===== config.mk =====
export PLATFORM = sky130hd
export DESIGN_NAME = bist_controller
export DESIGN_NICKNAME = d
export VERILOG_FILES = /design/src/rtl/bist_pkg.sv /design/src/rtl/bist_misr.sv /design/src/rtl/bist_controller.sv
export SDC_FILE = /design/constraint.sdc
export NUM_CORES = 1
export LEC_CHECK = 0
export BUFFER_PORTS_ARGS = -buffer_cell sky130_fd_sc_hd__buf_2
export CORE_AREA = 2 2 55 57
export DETAILED_ROUTE_END_ITERATION = 10
export DIE_AREA = 0 0 57 59
export SLEW_MARGIN = 20
export SYNTH_ARGS = -nofsm -noshare
export SYNTH_HDL_FRONTEND = slang
export SYNTH_SLANG_ARGS = --single-unit

===== constraint.sdc =====
create_clock -name clk -period 1.33 [get_ports clk]
set_input_delay 0.0665 -clock clk [delete_from_list [all_inputs] [get_ports clk]]
set_output_delay 0.0665 -clock clk [all_outputs]
set_load 0.03 [all_outputs]

===== src/rtl/bist_pkg.sv =====
// Shared types and constants for the scan-chain BIST sequencer and its MISR.
package bist_pkg;

  localparam int unsigned DEF_SIG_W = 8;
  localparam logic [7:0]  MISR_POLY = 8'h71;

  typedef enum logic [2:0] {
    ST_IDLE    = 3'd0,
    ST_SHIFT   = 3'd1,
    ST_CAPTURE = 3'd2,
    ST_UNLOAD  = 3'd3,
    ST_COMPARE = 3'd4,
    ST_DONE    = 3'd5
  } state_t;

  // A test is in progress from the first shift through the compare cycle.
  function automatic logic is_busy_state(input state_t s);
    return (s == ST_SHIFT) || (s == ST_CAPTURE) || (s == ST_UNLOAD) || (s == ST_COMPARE);
  endfunction

endpackage


===== src/rtl/bist_misr.sv =====
// Single-input MISR compacting the serial scan-chain response into a signature.
module bist_misr
  import bist_pkg::*;
#(
  parameter int unsigned SIG_W = DEF_SIG_W
) (
  input  logic             clk,
  input  logic             rst,
  input  logic             clr,
  input  logic             en,
  input  logic             din,
  output logic [SIG_W-1:0] sig
);

  localparam logic [SIG_W-1:0] POLY = SIG_W'(MISR_POLY);

  // Shift left, fold the departing MSB back through the polynomial, inject din at bit 0.
  always_ff @(posedge clk) begin
    if (rst || clr) begin
      sig <= '0;
    end else if (en) begin
      sig <= {sig[SIG_W-2:0], din} ^ (sig[SIG_W-1] ? POLY : '0);
    end
  end

endmodule


===== src/rtl/bist_controller.sv =====
// Scan BIST sequencer: shift/capture rounds, final unload, MISR compaction and
// golden-signature compare.
module bist_controller
  import bist_pkg::*;
#(
  parameter int unsigned      CHAIN_LEN    = 8,
  parameter int unsigned      NUM_PATTERNS = 16,
  parameter int unsigned      SIG_W        = DEF_SIG_W,
  parameter logic [SIG_W-1:0] GOLDEN_SIG   = '0
) (
  input  logic             clk,
  input  logic             rst,
  input  logic             start,
  input  logic             scan_out,
  output logic             scan_en,
  output logic             lfsr_en,
  output logic             busy,
  output logic             done,
  output logic             pass,
  output logic [SIG_W-1:0] signature
);

  localparam int unsigned SHIFT_W = $clog2(CHAIN_LEN);
  localparam int unsigned PAT_W   = $clog2(NUM_PATTERNS + 1);

  state_t             state;
  state_t             state_next;
  logic [SHIFT_W-1:0] shift_cnt;
  logic [PAT_W-1:0]   pat_cnt;
  logic               shift_last;
  logic               pat_last;
  logic               launch;
  logic               misr_en;

  always_ff @(posedge clk) begin
    if (rst) begin
      state <= ST_IDLE;
    end else begin
      state <= state_next;
    end
  end

  always_comb begin
    state_next = state;
    launch     = 1'b0;
    shift_last = (shift_cnt == SHIFT_W'(CHAIN_LEN - 1));
    pat_last   = (pat_cnt == PAT_W'(NUM_PATTERNS - 1));
    case (state)
      ST_IDLE, ST_DONE: begin
        if (start) begin
          launch     = 1'b1;
          state_next = ST_SHIFT;
        end
      end
      ST_SHIFT:   if (shift_last) state_next = ST_CAPTURE;
      ST_CAPTURE: state_next = pat_last ? ST_UNLOAD : ST_SHIFT;
      ST_UNLOAD:  if (shift_last) state_next = ST_COMPARE;
      ST_COMPARE: state_next = ST_DONE;
      default:    state_next = ST_IDLE;
    endcase
  end

  // Outputs are registered from the next state so they line up with the state they describe.
  always_ff @(posedge clk) begin
    if (rst) begin
      scan_en   <= 1'b0;
      lfsr_en   <= 1'b0;
      busy      <= 1'b0;
      done      <= 1'b0;
      pass      <= 1'b0;
      shift_cnt <= '0;
      pat_cnt   <= '0;
    end else begin
      scan_en <= (state_next == ST_SHIFT) || (state_next == ST_UNLOAD);
      lfsr_en <= (state_next == ST_SHIFT);
      busy    <= is_busy_state(state_next);
      done    <= (state_next == ST_DONE);

      if (state == ST_COMPARE) begin
        pass <= (signature == GOLDEN_SIG);
      end else if (launch) begin
        pass <= 1'b0;
      end

      if (launch) begin
        shift_cnt <= '0;
      end else if ((state == ST_SHIFT) || (state == ST_UNLOAD)) begin
        shift_cnt <= shift_last ? '0 : shift_cnt + SHIFT_W'(1);
      end

      if (launch) begin
        pat_cnt <= '0;
      end else if (state == ST_CAPTURE) begin
        pat_cnt <= pat_cnt + PAT_W'(1);
      end
    end
  end

  // The first load holds reset garbage, so compaction starts after the first capture.
  assign misr_en = scan_en && (pat_cnt != '0);

  bist_misr #(
    .SIG_W (SIG_W)
  ) u_misr (
    .clk (clk),
    .rst (rst),
    .clr (launch),
    .en  (misr_en),
    .din (scan_out),
    .sig (signature)
  );

endmodule


---- Word level (Yosys, flattened, before mapping) ----
Cells that the tools add are included.
cells by class
  $add $sub $neg .......................... 2
  reduce and logical (&&, ||, !) cells .... 13
  bitwise operators ....................... 1
  equality and inequality tests ........... 12
  mux-type cells .......................... 11
operators with widths
  operator             count
  $eq 3x3->1 const B   5
  $pmux 3 s5           1
  $eq 3x2->1 const B   4
  $mux 3               4
  $logic_not 8->1      1
  $xor 8x8->8          1
  $mux 7               1
  $eq 3x1->1 const B   2
  $logic_or 1x1->1     6
  $add 5x1->5 const B  1
  $eq 5x4->1 const B   1
  $reduce_bool 5->1    1
  $mux 1               4
  $reduce_or 2->1      2
  $add 3x1->3 const B  1
  $logic_not 3->1      1
  $mux 2               1
  $reduce_bool 2->1    1
  $logic_and 1x1->1    1
storage, ports and cells
  word-level logic and storage cells ...... 48
  input port bits ......................... 4
  register bits after elaboration ......... 24
  output and inout bits ................... 13

---- Logic depth before layout (Yosys ltp) ----
Gate-level depths: netlist (run 1).
  word-level depth ........................ 7
  mapped depth ............................ 6
  gate-level depth less buffers ........... 5

---- Hierarchy ----
A second synthesis (run 1) with hierarchy kept.
second synthesis, totals
  cells, all modules ...................... 118
  area, all modules ....................... 1147.4 µm²
modules (own cells, without submodules)
  module           instances  area an instance (µm²)  sequential area each (µm²)  cells an instance
  bist_controller  1          792.0                   320.3                       86
  bist_misr        1          355.3                   160.2                       32

---- Least setup slack after synthesis (run 1) ----
OpenSTA, ideal clock, no wires.
  kind .................................... reg2reg
  from .................................... register pat_cnt[0]
  to ...................................... register u_misr.sig[5]
  buffers on the path ..................... 1
  data required time ...................... 1.212 ns
  setup slack ............................. -0.095 ns
  stages on the path, launching flop included .. 7
  setup time .............................. 0.118 ns
  data arrival time ....................... 1.306 ns
  period minus slack after synthesis ...... 1.425 ns
  cells stage by stage .................... dfxtp_1 inv_1 ha_1 or4b_1 clkbuf_1 a21oi_1 nor3_1
between the ends
  longest elaborated chain between the ends .. 2
ends and longest elaborated chain
  element                 line                    text
  from (decl)             bist_controller.sv:29   logic [PAT_W-1:0] pat_cnt;
  from (signal assigned)  bist_controller.sv:94   pat_cnt <= pat_cnt + PAT_W'(1);
  $reduce_bool 5->1       bist_controller.sv:100  assign misr_en = scan_en && (pat_cnt != '0);
  $logic_and 1x1->1       bist_controller.sv:100
  to (signal assigned)    bist_misr.sv:22         sig <= {sig[SIG_W-2:0], din} ^ (sig[SIG_W-1] ? POLY : '0);
  to (decl)               bist_misr.sv:12         output logic [SIG_W-1:0] sig
Every way passes these cells.
A chain may end at the register's enable or synchronous reset.

---- Worst setup path in the final report (run 1) ----
  from .................................... register pat_cnt[0]
  to ...................................... register lfsr_en
between the ends
  longest elaborated chain between the ends .. 4
ends and longest elaborated chain
  element               line                   text
  $eq 5x4->1            bist_controller.sv:47  pat_last = (pat_cnt == PAT_W'(NUM_PATTERNS - 1));
  $mux 2                bist_controller.sv:56  ST_CAPTURE: state_next = pat_last ? ST_UNLOAD : ST_SHIFT;
  $pmux 3 s5            bist_controller.sv:48  case (state)
  $eq 3x1->1            bist_controller.sv:75  lfsr_en <= (state_next == ST_SHIFT);
  to (signal assigned)  bist_controller.sv:75
  to (decl)             bist_controller.sv:16  output logic lfsr_en,
Every way passes these cells.

==> metrics.csv, run 1 <==
metric,value,unit
run status,finished with violations,
failing checks,negative setup slack,
critical path endpoint,lfsr_en$_SDFF_PP0_,
Peak VDD IR,0.582,mV
r2r setup slk,-0.05,ns
Initial Utilization,41.8,%
DRC violations left,0,
WP data required,1.56,ns
Syn. warnings,0,
switching share of power,24.1,%
sequential share of the synthesized area,42.4,%
max-cap violation count,0,
Syn Nets,138,
startpoint types,flop,
cell area after synthesis,0.00113,sq mm
CTS root buffer,clkbuf_4,
Clock Skews,0.00977,ns
Die Span Y,59,microns
Hold Path Cell Cnt,2,
clk sinks,24,
final WL,2420,microns
placer congestion estimate,0.759,
clk_lat worst skew,0.31,ns
DP HPWL,1800,microns
worst setup path startpoint,pat_cnt[0]$_SDFFE_PP0P_,
# fillers,264,
core footprint,0.00271,sq mm
"Distinct cells, synth",36,
Rows,19,
final core utilization,54.6,%
Hold Slack,0.0251,ns
DRT antenna net count,0,
Worst Path Buf+Inv,0,
reg2reg start,pat_cnt[0]$_SDFFE_PP0P_,
Reg power frac,59.7,%
CTS hold repair buffers,0,
Final period util,104,%
DR vias,998,
worst min path class,in2reg,
GRT Util Overall,15.4,%
most frequent cells in the layout,"dfxtp_1 (17), buf_4 (17), buf_2 (16)",
crit path time final,1.38,ns
clock tree buffer depth,2,
# diodes,0,
Crit path depth,5,
setup tns final,-0.373,ns
first-pass GRT wire length,4090,microns
largest net degree at the start of global routing,18,
RSZ-0062 raised after global routing,true,
Mapped Cells,129,
DP Cell Count,183,
Cell Int Power,0.939,mW
reg2reg path depth,5,
Total Die Area,0.00336,sq mm
total CTS buffers,3,
clock transition at the registers of the reported paths,0.14,ns
Worst-Margin Slew,0.340,ns
total gr overflow,0,
Final Hold Vio Count,0,
maximum clock rate,723,MHz
vias in the first global route,932,
Clock Power Share,31.2,%
Setup-failing EPs final,9,
die width,57,microns
CP Capture Type,flop,
synthesized flop and latch total,24,
DRT iter0 DRCs,26,
Final Max Tran Viols,0,
# nets final,167,
mean post-synth cell area,8.78,sq um
P_sw,0.298,mW
Non-Filler Instances,188,
slowest CP cell,dfxtp_2,
Worst path max stage delay,0.36,ns
CTS tree,built,
CP Cell Sequence,ha_2 > and3_4 > ha_4 > a22o_1 > a221oi_2,
final worst setup slack,-0.0540,ns
H-tree depth,1,
Crit Path Class,reg2reg,
io pins,17,
Syn-to-layout area delta,30.6,%
Worst EP arrival,1.61,ns
via density per instance,5.31,
slew margin rel.,77.0,%
fraction of layout cells with a size suffix above 1,41.4,%
Top Family by Delay on Critical Path,compound AO/OA/AOI/OAI gates,
PD cells,837,mW/mm^2
Logic pwr share,9.0,%
crit path max fanout,3,
reg-to-reg endpoint,lfsr_en$_SDFF_PP0_,
WL/cell,12.9,microns
Buffers on Ports,16,
P_leak,0.610,nW
Detailed Routing Iterations Pass 1,4,
initial antenna violation count,0,
==> cells in the mapped netlist, drive strengths merged <==
cell / n / area (sq um)
o311ai: 1 / 8.76
a21o: 2 / 15.0
xnor2: 2 / 17.5
o21ai: 8 / 40.0
nand2: 5 / 18.8
nand3: 7 / 35.0
o32ai: 1 / 8.76
mux2i: 3 / 30.0
o21bai: 1 / 7.51
or4b: 1 / 10.0
nor2b: 2 / 12.5
xor2: 5 / 43.8
nor2: 9 / 33.8
or3: 1 / 6.26
dfxtp: 24 / 480
nor3: 9 / 45.0
nor4b: 1 / 15.0
and2b: 1 / 7.51
ha: 5 / 62.6
clkbuf: 4 / 15.0
nor4bb: 1 / 10.0
and3: 1 / 6.26
and3b: 1 / 8.76
nor3b: 2 / 15.0
nand2b: 1 / 6.26
a211oi: 1 / 7.51
or3b: 1 / 11.3
a22o: 1 / 8.76
buf: 5 / 30.0
or2: 1 / 6.26
inv: 5 / 18.8
nor4: 1 / 6.26
a221oi: 1 / 8.76
a21oi: 15 / 75.1
==> per-stage QoR <==
| stage | area, sq um | setup slack [ns] | total power [mW] |
|---|---|---|---|
| floorplan | 1200 | -0.0289 | 0.826 |
| global placement | 1380 | -0.0916 | 0.860 |
| detailed placement | 1380 | -0.115 | 0.862 |
| CTS | 1440 | -0.0921 | 1.25 |
| global route | 1480 | -0.116 | 1.30 |
| finish | 1480 | -0.0540 | 1.24 |
==> how the worst min path moves through the flow <==
stage / startpoint / endpoint / slack, ns
floorplan: start / busy$_SDFF_PP0_ / 0.25
global placement: rst / busy$_SDFF_PP0_ / 0.35
detailed placement: rst / scan_en$_SDFF_PP0_ / 0.35
CTS: rst / lfsr_en$_SDFF_PP0_ / 0.02
global route: rst / state[2]$_SDFF_PP0_ / 0.01
finish: rst / state[2]$_SDFF_PP0_ / 0.03
==> cells by family after synthesis <==
family                   synth area share (%)
adder cells (fa/ha/maj)                  5.52
XOR/XNOR                                 5.41
buffers and inverters                    5.63
multiplexers                             2.65
AND/OR/NAND/NOR                          22.4
flip-flops                               42.4
AO/OA/AOI/OAI                            15.9
==> worst register-to-register path: cells and delay by family, from the launching register on <==
family | cells | cell delay [ns]
flops | 1 | 0.36
fa+ha+maj | 2 | 0.32
simple gates | 1 | 0.17
compound gates | 2 | 0.45
==> metal layers <==
metal	vias up	global-route usage, %	wire (microns)
li1	510	-	-
met1	472	20.2	1170
met2	14	25.5	1160
met3	2	2.84	80
met4	0	5.98	15
met5	-	0	0
==> area by class of cell <==
type	instances	area [sq um]	share of cell area (%)
flip-flops and latches	24	492	33.2
inverters	5	18.8	1.27
multi-input cells	91	686	46.4
well taps	31	38.8	2.62
clock buffers	4	36.3	2.45
repair buffers	33	208	14.0
==> power by group through the flow <==
| stage | Sequential [mW] | Clock [mW] | Combinational [mW] |
|---|---|---|---|
| 2_1_floorplan | 0.767 | 0 | 0.0583 |
| 3_3_place_gp | 0.754 | 0 | 0.105 |
| 3_5_place_dp | 0.755 | 0 | 0.106 |
| 4_1_cts | 0.740 | 0.397 | 0.109 |
| 5_1_grt | 0.741 | 0.435 | 0.123 |
| 6_report | 0.739 | 0.387 | 0.112 |
==> flip-flops by register name, summed over array words and instances, names as in the netlist <==
| name | count |
|---|---|
| shift_cnt | 3 |
| scan_en | 1 |
| state | 3 |
| busy | 1 |
| lfsr_en | 1 |
| pat_cnt | 5 |
| pass | 1 |
| done | 1 |
| u_misr.sig | 8 |
==> repair_timing <==
item                       4_1_cts  5_1_grt
setup buffers                    1        1
gates resized for setup          6        9
pin swaps                        3        2
setup endpoints to repair       18       18
Power figures use the tool's default switching activity.
==> inputs of run 2 (changes only) <==
--- a/config.mk
+++ b/config.mk
@@ -5,10 +5,11 @@
 export SDC_FILE = /design/constraint.sdc
 export NUM_CORES = 1
 export LEC_CHECK = 0
+export ABC_AREA = 1
 export BUFFER_PORTS_ARGS = -buffer_cell sky130_fd_sc_hd__buf_2
-export CORE_AREA = 2 2 55 57
+export CORE_AREA = 2 2 54 56
 export DETAILED_ROUTE_END_ITERATION = 10
-export DIE_AREA = 0 0 57 59
+export DIE_AREA = 0 0 56 58
 export SLEW_MARGIN = 20
 export SYNTH_ARGS = -nofsm -noshare
 export SYNTH_HDL_FRONTEND = slang
==> metrics.csv, run 2 <==
metric,value,unit,change
# nets final,190,,+14%
clk_lat worst skew,0.31,ns,about the same
reg2reg path depth,6,,+1
DRT iter0 DRCs,26,,unchanged
worst min path class,in2reg,,
Final period util,101,%,-2.9 points
Syn. warnings,0,,unchanged
placer congestion estimate,0.768,,+1.1%
final core utilization,56.3,%,+1.8 points
"count leader, synth",nand2_1,,
largest net degree at the start of global routing,17,,-1
clock transition at the registers of the reported paths,0.14,ns,about the same
clock tree buffer depth,2,,unchanged
"Distinct cells, synth",19,,-47%
CP Capture Type,flop,,
"FFs w/ async S/R, synth",0,%,unchanged
top post-synthesis cells by area,"dfxtp_1 (43%), nand2_1 (13%), a21oi_1 (6.3%)",,
DRT antenna net count,0,,unchanged
reg2reg start,pat_cnt[1]$_SDFFE_PP0P_,,
Total Die Area,0.00325,sq mm,-3.4%
Top Family by Delay on Critical Path,adder cells,,
"commonest non-fill, non-tap cell in the layout",nand2_1,,
fraction of layout cells with a size suffix above 1,40.0,%,-1.4 points
WL/cell,11.7,microns,-9.1%
clk sinks,24,,unchanged
Non-Filler Instances,211,,+12%
Crit path depth,6,,+1
Worst EP arrival,1.60,ns,about the same
Worst path max stage delay,0.39,ns,+0.03 ns
failing checks,negative setup slack,,
Syn-to-layout area delta,35.8,%,
DR vias,1050,,+5.2%
max-cap violation count,0,,unchanged
WP data required,1.58,ns,+0.02 ns
core footprint,0.00266,sq mm,-1.8%
Final Max Tran Viols,0,,unchanged
Detailed Routing Iterations Pass 1,5,,+1
Most used DFF post-synth,dfxtp_1,,
CTS root buffer,clkbuf_4,,
P_leak,0.677,nW,+11%
slowest CP cell,dfxtp_2,,
mean post-synth cell area,7.46,sq um,-15%
Final Hold Vio Count,0,,unchanged
Hold Crit Start,scan_out,,
crit path time final,1.35,ns,-0.0388 ns
Die Span Y,58,microns,-1.7%
Buffers on Ports,16,,unchanged
Initial Utilization,41.5,%,-0.29 points
Rows,19,,unchanged
via density per instance,4.98,,-6.3%
Worst-Margin Slew,0.380,ns,+0.0399 ns
synthesized flop and latch total,24,,unchanged
run status,finished with violations,,
maximum clock rate,743,MHz,+2.9%
slew margin rel.,74.4,%,-2.6 points
first-pass GRT wire length,3790,microns,-7.4%
"EDFF count, synth",0,,unchanged
vias in the first global route,898,,-3.6%
cell area after synthesis,0.00110,sq mm,-2.4%
Hold Slack,0.0239,ns,-0.00114 ns
CP Cell Sequence,ha_4 > nand2_2 > nor2_2 > ha_2 > or2_4 > a21oi_2,,
final worst setup slack,-0.0152,ns,+0.0388 ns
DP Cell Count,206,,+13%
number of flip-flops in the largest register,8,,unchanged
sequential share of the synthesized area,43.5,%,+1.1 points
io pins,17,,unchanged
Hold EP,u_misr.sig[0]$_SDFFE_PP0P_,,
CTS tree,built,,
die width,56,microns,-1.8%
Syn Nets,157,,+14%
total CTS buffers,3,,unchanged
Peak VDD IR,0.643,mV,+10%
reg-to-reg endpoint,pat_cnt[4]$_SDFFE_PP0P_,,
Setup-failing EPs final,1,,-8
PD cells,978,mW/mm^2,+17%
initial antenna violation count,0,,unchanged
DRC violations left,0,,unchanged
Crit Path Class,reg2reg,,
setup repair bufs after CTS,0,,-1
r2r setup slk,-0.02,ns,+0.04 ns
# diodes,0,,unchanged
most common library cells after synthesis,"nand2_1 (38), dfxtp_1 (24), nor2_1 (17), inv_1 (16), a21oi_1 (14)",,
biggest regs,"u_misr.sig: 8 flops, pat_cnt: 5 flops",,
Clock Skews,0.0140,ns,+0.00423 ns
Biggest register,u_misr.sig,,
DP HPWL,1710,microns,-4.7%
Mapped Cells,148,,+15%
Hold Path Cell Cnt,4,,+2
most frequent cells in the layout,"nand2_1 (35), dfxtp_1 (18), buf_2 (16)",,
largest area contributor in the netlist,dfxtp_1,,
Worst Path Buf+Inv,0,,unchanged
GRT Util Overall,14.8,%,-0.66 points
final WL,2470,microns,+2.1%
H-tree depth,1,,unchanged
crit path max fanout,2,,-1
total gr overflow,0,,unchanged
startpoint types,flop,,
setup tns final,-0.0152,ns,+0.358 ns
post-synth top area share,43.5,%,+1.1 points
RSZ-0062 raised after global routing,true,,
run 2: cell types whose count changed in the layout (fill, tap and decap cells not counted), sizes merged, moves of 2 or more:
cell | before | now
buf | 33 | 29
a21o | 2 | 0
xnor2 | 2 | 0
inv | 5 | 16
mux2i | 3 | 0
o21ai | 8 | 2
nor3b | 2 | 0
nor3 | 9 | 1
nand3 | 7 | 11
nand4 | 0 | 6
nor2 | 9 | 17
nor2b | 2 | 0
nand2 | 5 | 41
run 2: layer usage:
layer  vias to the layer above  global-route usage (%)  wire length, microns
met5                         -                       0                     0
met4                         0                    6.12                    33
met3                         5                    2.01                    78
met2                        15                    24.5                  1190
met1                       481                    19.5                  1170
li1                        549                       -                     -
run 2: cells by family after synthesis:
| kind of cell | share of synthesized area [%] |
|---|---|
| AO/OA/AOI/OAI | 7.93 |
| flip-flops | 43.5 |
| AND/OR/NAND/NOR | 32.2 |
| adder cells (fa/ha/maj) | 5.66 |
| buffers and inverters | 6.79 |
| XOR/XNOR | 3.96 |
run 2: how the worst max path moves through the flow:
stage | startpoint | to | slack [ns]
after CTS | pat_cnt[1]$_SDFFE_PP0P_ | pat_cnt[4]$_SDFFE_PP0P_ | -0.005
final | pat_cnt[1]$_SDFFE_PP0P_ | pat_cnt[4]$_SDFFE_PP0P_ | -0.02
after global placement | pat_cnt[0]$_SDFFE_PP0P_ | pat_cnt[4]$_SDFFE_PP0P_ | 0.002
after detailed placement | pat_cnt[1]$_SDFFE_PP0P_ | pat_cnt[4]$_SDFFE_PP0P_ | -0.03
after floorplan | pat_cnt[0]$_SDFFE_PP0P_ | pat_cnt[4]$_SDFFE_PP0P_ | 0.006
after global routing | pat_cnt[1]$_SDFFE_PP0P_ | busy$_SDFF_PP0_ | -0.11
run 2: what timing repair did:
action | in CTS | in global routing
gates resized for setup | 8 | 33
hold buffers | 1 | 0
endpoints found under the hold margin | 2 | 0
setup endpoints to repair | 8 | 21
pin swaps | 2 | 14
run 2: worst register-to-register path, stage by stage (launching register included):
cell and delay, ns:
dfxtp_2 0.39, ha_4 0.14, nand2_2 0.04, nor2_2 0.10, ha_2 0.27, or2_4 0.22, a21oi_2 0.12
run 2: layout make-up:
class	instances	area, sq um
clock inverter	1	30.0
tap	31	38.8
sequential	24	488
timing repair buffer	30	204
fill	262	1160
clock buffer	3	22.5
inverter	16	62.6
multi-input combinational	106	654
run 2: stage by stage:
step	setup slack (ns)	instance area, sq um	power (mW)
global placement	0.00195	1320	0.930
global route	-0.106	1500	1.53
finish	-0.0152	1500	1.47
floorplan	0.00621	1100	0.868
CTS	-0.00549	1400	1.46
detailed placement	-0.0324	1320	0.930
run 2: where the power goes:
| group | total (mW) | internal (mW) | switching [mW] |
|---|---|---|---|
| clock | 0.525 | 0.305 | 0.220 |
| combinational | 0.189 | 0.0742 | 0.114 |
| sequential | 0.753 | 0.740 | 0.0135 |
==> inputs of run 3 (changes only) <==
--- a/config.mk
+++ b/config.mk
@@ -10,6 +10,7 @@
 export CORE_AREA = 2 2 54 56
 export DETAILED_ROUTE_END_ITERATION = 10
 export DIE_AREA = 0 0 56 58
+export GPL_TIMING_DRIVEN = 0
 export SLEW_MARGIN = 20
 export SYNTH_ARGS = -nofsm -noshare
 export SYNTH_HDL_FRONTEND = slang
==> metrics.csv, run 3 (synthesis results as in run 2) <==
metric,value,unit,change
WL/cell,11.2,microns,-4.1%
Peak VDD IR,0.945,mV,+47%
Final Hold Vio Count,0,,unchanged
Final period util,98.8,%,-2.3 points
core footprint,0.00266,sq mm,unchanged
CTS root buffer,clkbuf_4,,
GRT Util Overall,13.8,%,-0.99 points
largest net degree at the start of global routing,13,,-4
first-pass GRT wire length,3550,microns,-6.4%
H-tree depth,1,,unchanged
DRT antenna net count,0,,unchanged
P_leak,0.667,nW,-1.5%
number of flip-flops in the largest register,8,,unchanged
"commonest non-fill, non-tap cell in the layout",nand2_1,,
# diodes,0,,unchanged
maximum clock rate,761,MHz,+2.4%
multi-input logic area,659,sq um,+0.76%
Initial Utilization,41.5,%,unchanged
crit path time final,1.31,ns,-0.0312 ns
clk_lat worst skew,0.30,ns,about the same
Buffers on Ports,16,,unchanged
biggest regs,"u_misr.sig: 8 flops, pat_cnt: 5 flops",,
Hold Path Cell Cnt,4,,unchanged
Biggest register,u_misr.sig,,
crit path max fanout,3,,+1
Clock Skews,0.00229,ns,-0.0117 ns
run status,"finished, final reports clean",,
die width,56,microns,unchanged
Syn-to-layout area delta,30.8,%,
DR vias,1011,,-3.7%
final WL,2330,microns,-5.9%
Total Die Area,0.00325,sq mm,unchanged
total CTS buffers,3,,unchanged
via density per instance,4.88,,-1.9%
Setup-failing EPs final,0,,-1
Crit Path Class,reg2reg,,
clock tree buffer depth,2,,unchanged
io pins,17,,unchanged
RSZ-0062 raised after global routing,true,,
startpoint types,flop,,
DRT iter0 DRCs,25,,-3.8%
clock transition at the registers of the reported paths,0.12,ns,-0.02 ns
slew margin rel.,76.5,%,+2.0 points
initial antenna violation count,0,,unchanged
Seq. cell area,494,sq um,+1.3%
Worst-Margin Slew,0.350,ns,-0.0302 ns
placer congestion estimate,0.743,,-3.2%
DP HPWL,1550,microns,-9.2%
pre-CTS WS,-0.125,ns,-0.0930 ns
max-cap violation count,0,,unchanged
Final Max Tran Viols,0,,unchanged
PD cells,850,mW/mm^2,-13%
DRC violations left,0,,unchanged
Detailed Routing Iterations Pass 1,4,,-1
Worst EP arrival,1.53,ns,-0.07 ns
worst min path class,in2reg,,
setup tns final,0,ns,+0.0152 ns
total gr overflow,0,,unchanged
CP Capture Type,flop,,
reg2reg path depth,9,,+3
CTS tree,built,,
vias in the first global route,859,,-4.3%
# nets final,187,,-1.6%
Die Span Y,58,microns,unchanged
# fillers,267,,+1.9%
most frequent cells in the layout,"nand2_1 (35), dfxtp_1 (17), buf_2 (16)",,
WP data required,1.55,ns,-0.03 ns
Rows,19,,unchanged
fraction of layout cells with a size suffix above 1,34.1,%,-5.9 points
final worst setup slack,0.0159,ns,+0.0312 ns
clk sinks,24,,unchanged
[run 3: cell types whose count changed in the layout (fill, tap and decap cells not counted), sizes merged]
cell / before / now
buf: 29 / 26
bufinv: 1 / 0
[run 3: final cells by class]
class / count / area share, %
sequential: 24 / 34.2
clock buffer: 3 / 1.56
multi-input combinational: 106 / 45.6
inverter: 16 / 4.50
tap: 31 / 2.68
timing repair buffer: 25 / 10.4
buffer: 2 / 1.04
[run 3: timing repair]
action                                  4_1_cts  5_1_grt
hold endpoints to repair                      2        0
endpoints found under the setup margin       21       21
resized for setup                            14       26
pin swaps                                     5        6
hold buffers                                  1        0
buffers inserted                              4        4
[run 3: path summary, 6_finish.rpt]
path              slack (ns)                      start                    endpoint
setup / recovery        0.02  shift_cnt[0]$_SDFFE_PP0P_             busy$_SDFF_PP0_
setup reg to reg        0.02  shift_cnt[0]$_SDFFE_PP0P_             busy$_SDFF_PP0_
hold / removal          0.03                   scan_out  u_misr.sig[0]$_SDFFE_PP0P_
hold reg to reg         0.47  shift_cnt[1]$_SDFFE_PP0P_   shift_cnt[1]$_SDFFE_PP0P_
[run 3: worst max-delay path, cell delays in order (launching register included)]
cell and delay (ns):
dfxtp_2 0.36, ha_2 0.20, ha_4 0.14, inv_2 0.04, nand3_1 0.09, nand3_2 0.11
nor2_4 0.11, nand3_1 0.08, nand2_1 0.07, inv_1 0.03
[run 3: metal layers]
layer	GRT usage (%)	up-vias	share of wire [%]
met4	3.06	0	1.2
li1	-	536	-
met1	17.5	457	47
met5	0	-	0
met2	22.7	14	49
met3	4.91	4	3.1
[run 3: where the power goes]
| group | switching, mW | internal [mW] |
|---|---|---|
| combinational | 0.108 | 0.0688 |
| sequential | 0.0139 | 0.735 |
| clock | 0.196 | 0.106 |
[run 3: metrics by stage]
| step | hold slack [ns] | power (mW) | cell area, sq um | utilization, % | instances |
|---|---|---|---|---|---|
| finish | 0.0337 | 1.23 | 1450 | 54.3 | 207 |
| global route | 0.0313 | 1.28 | 1450 | 54.3 | 207 |
| CTS | 0.0388 | 1.21 | 1320 | 49.6 | 203 |
| detailed placement | 0.259 | 0.903 | 1220 | 46.0 | 195 |
| global placement | 0.265 | 0.904 | 1220 | 46.0 | 195 |
| floorplan | 0.139 | 0.868 | 1100 | - | 148 |
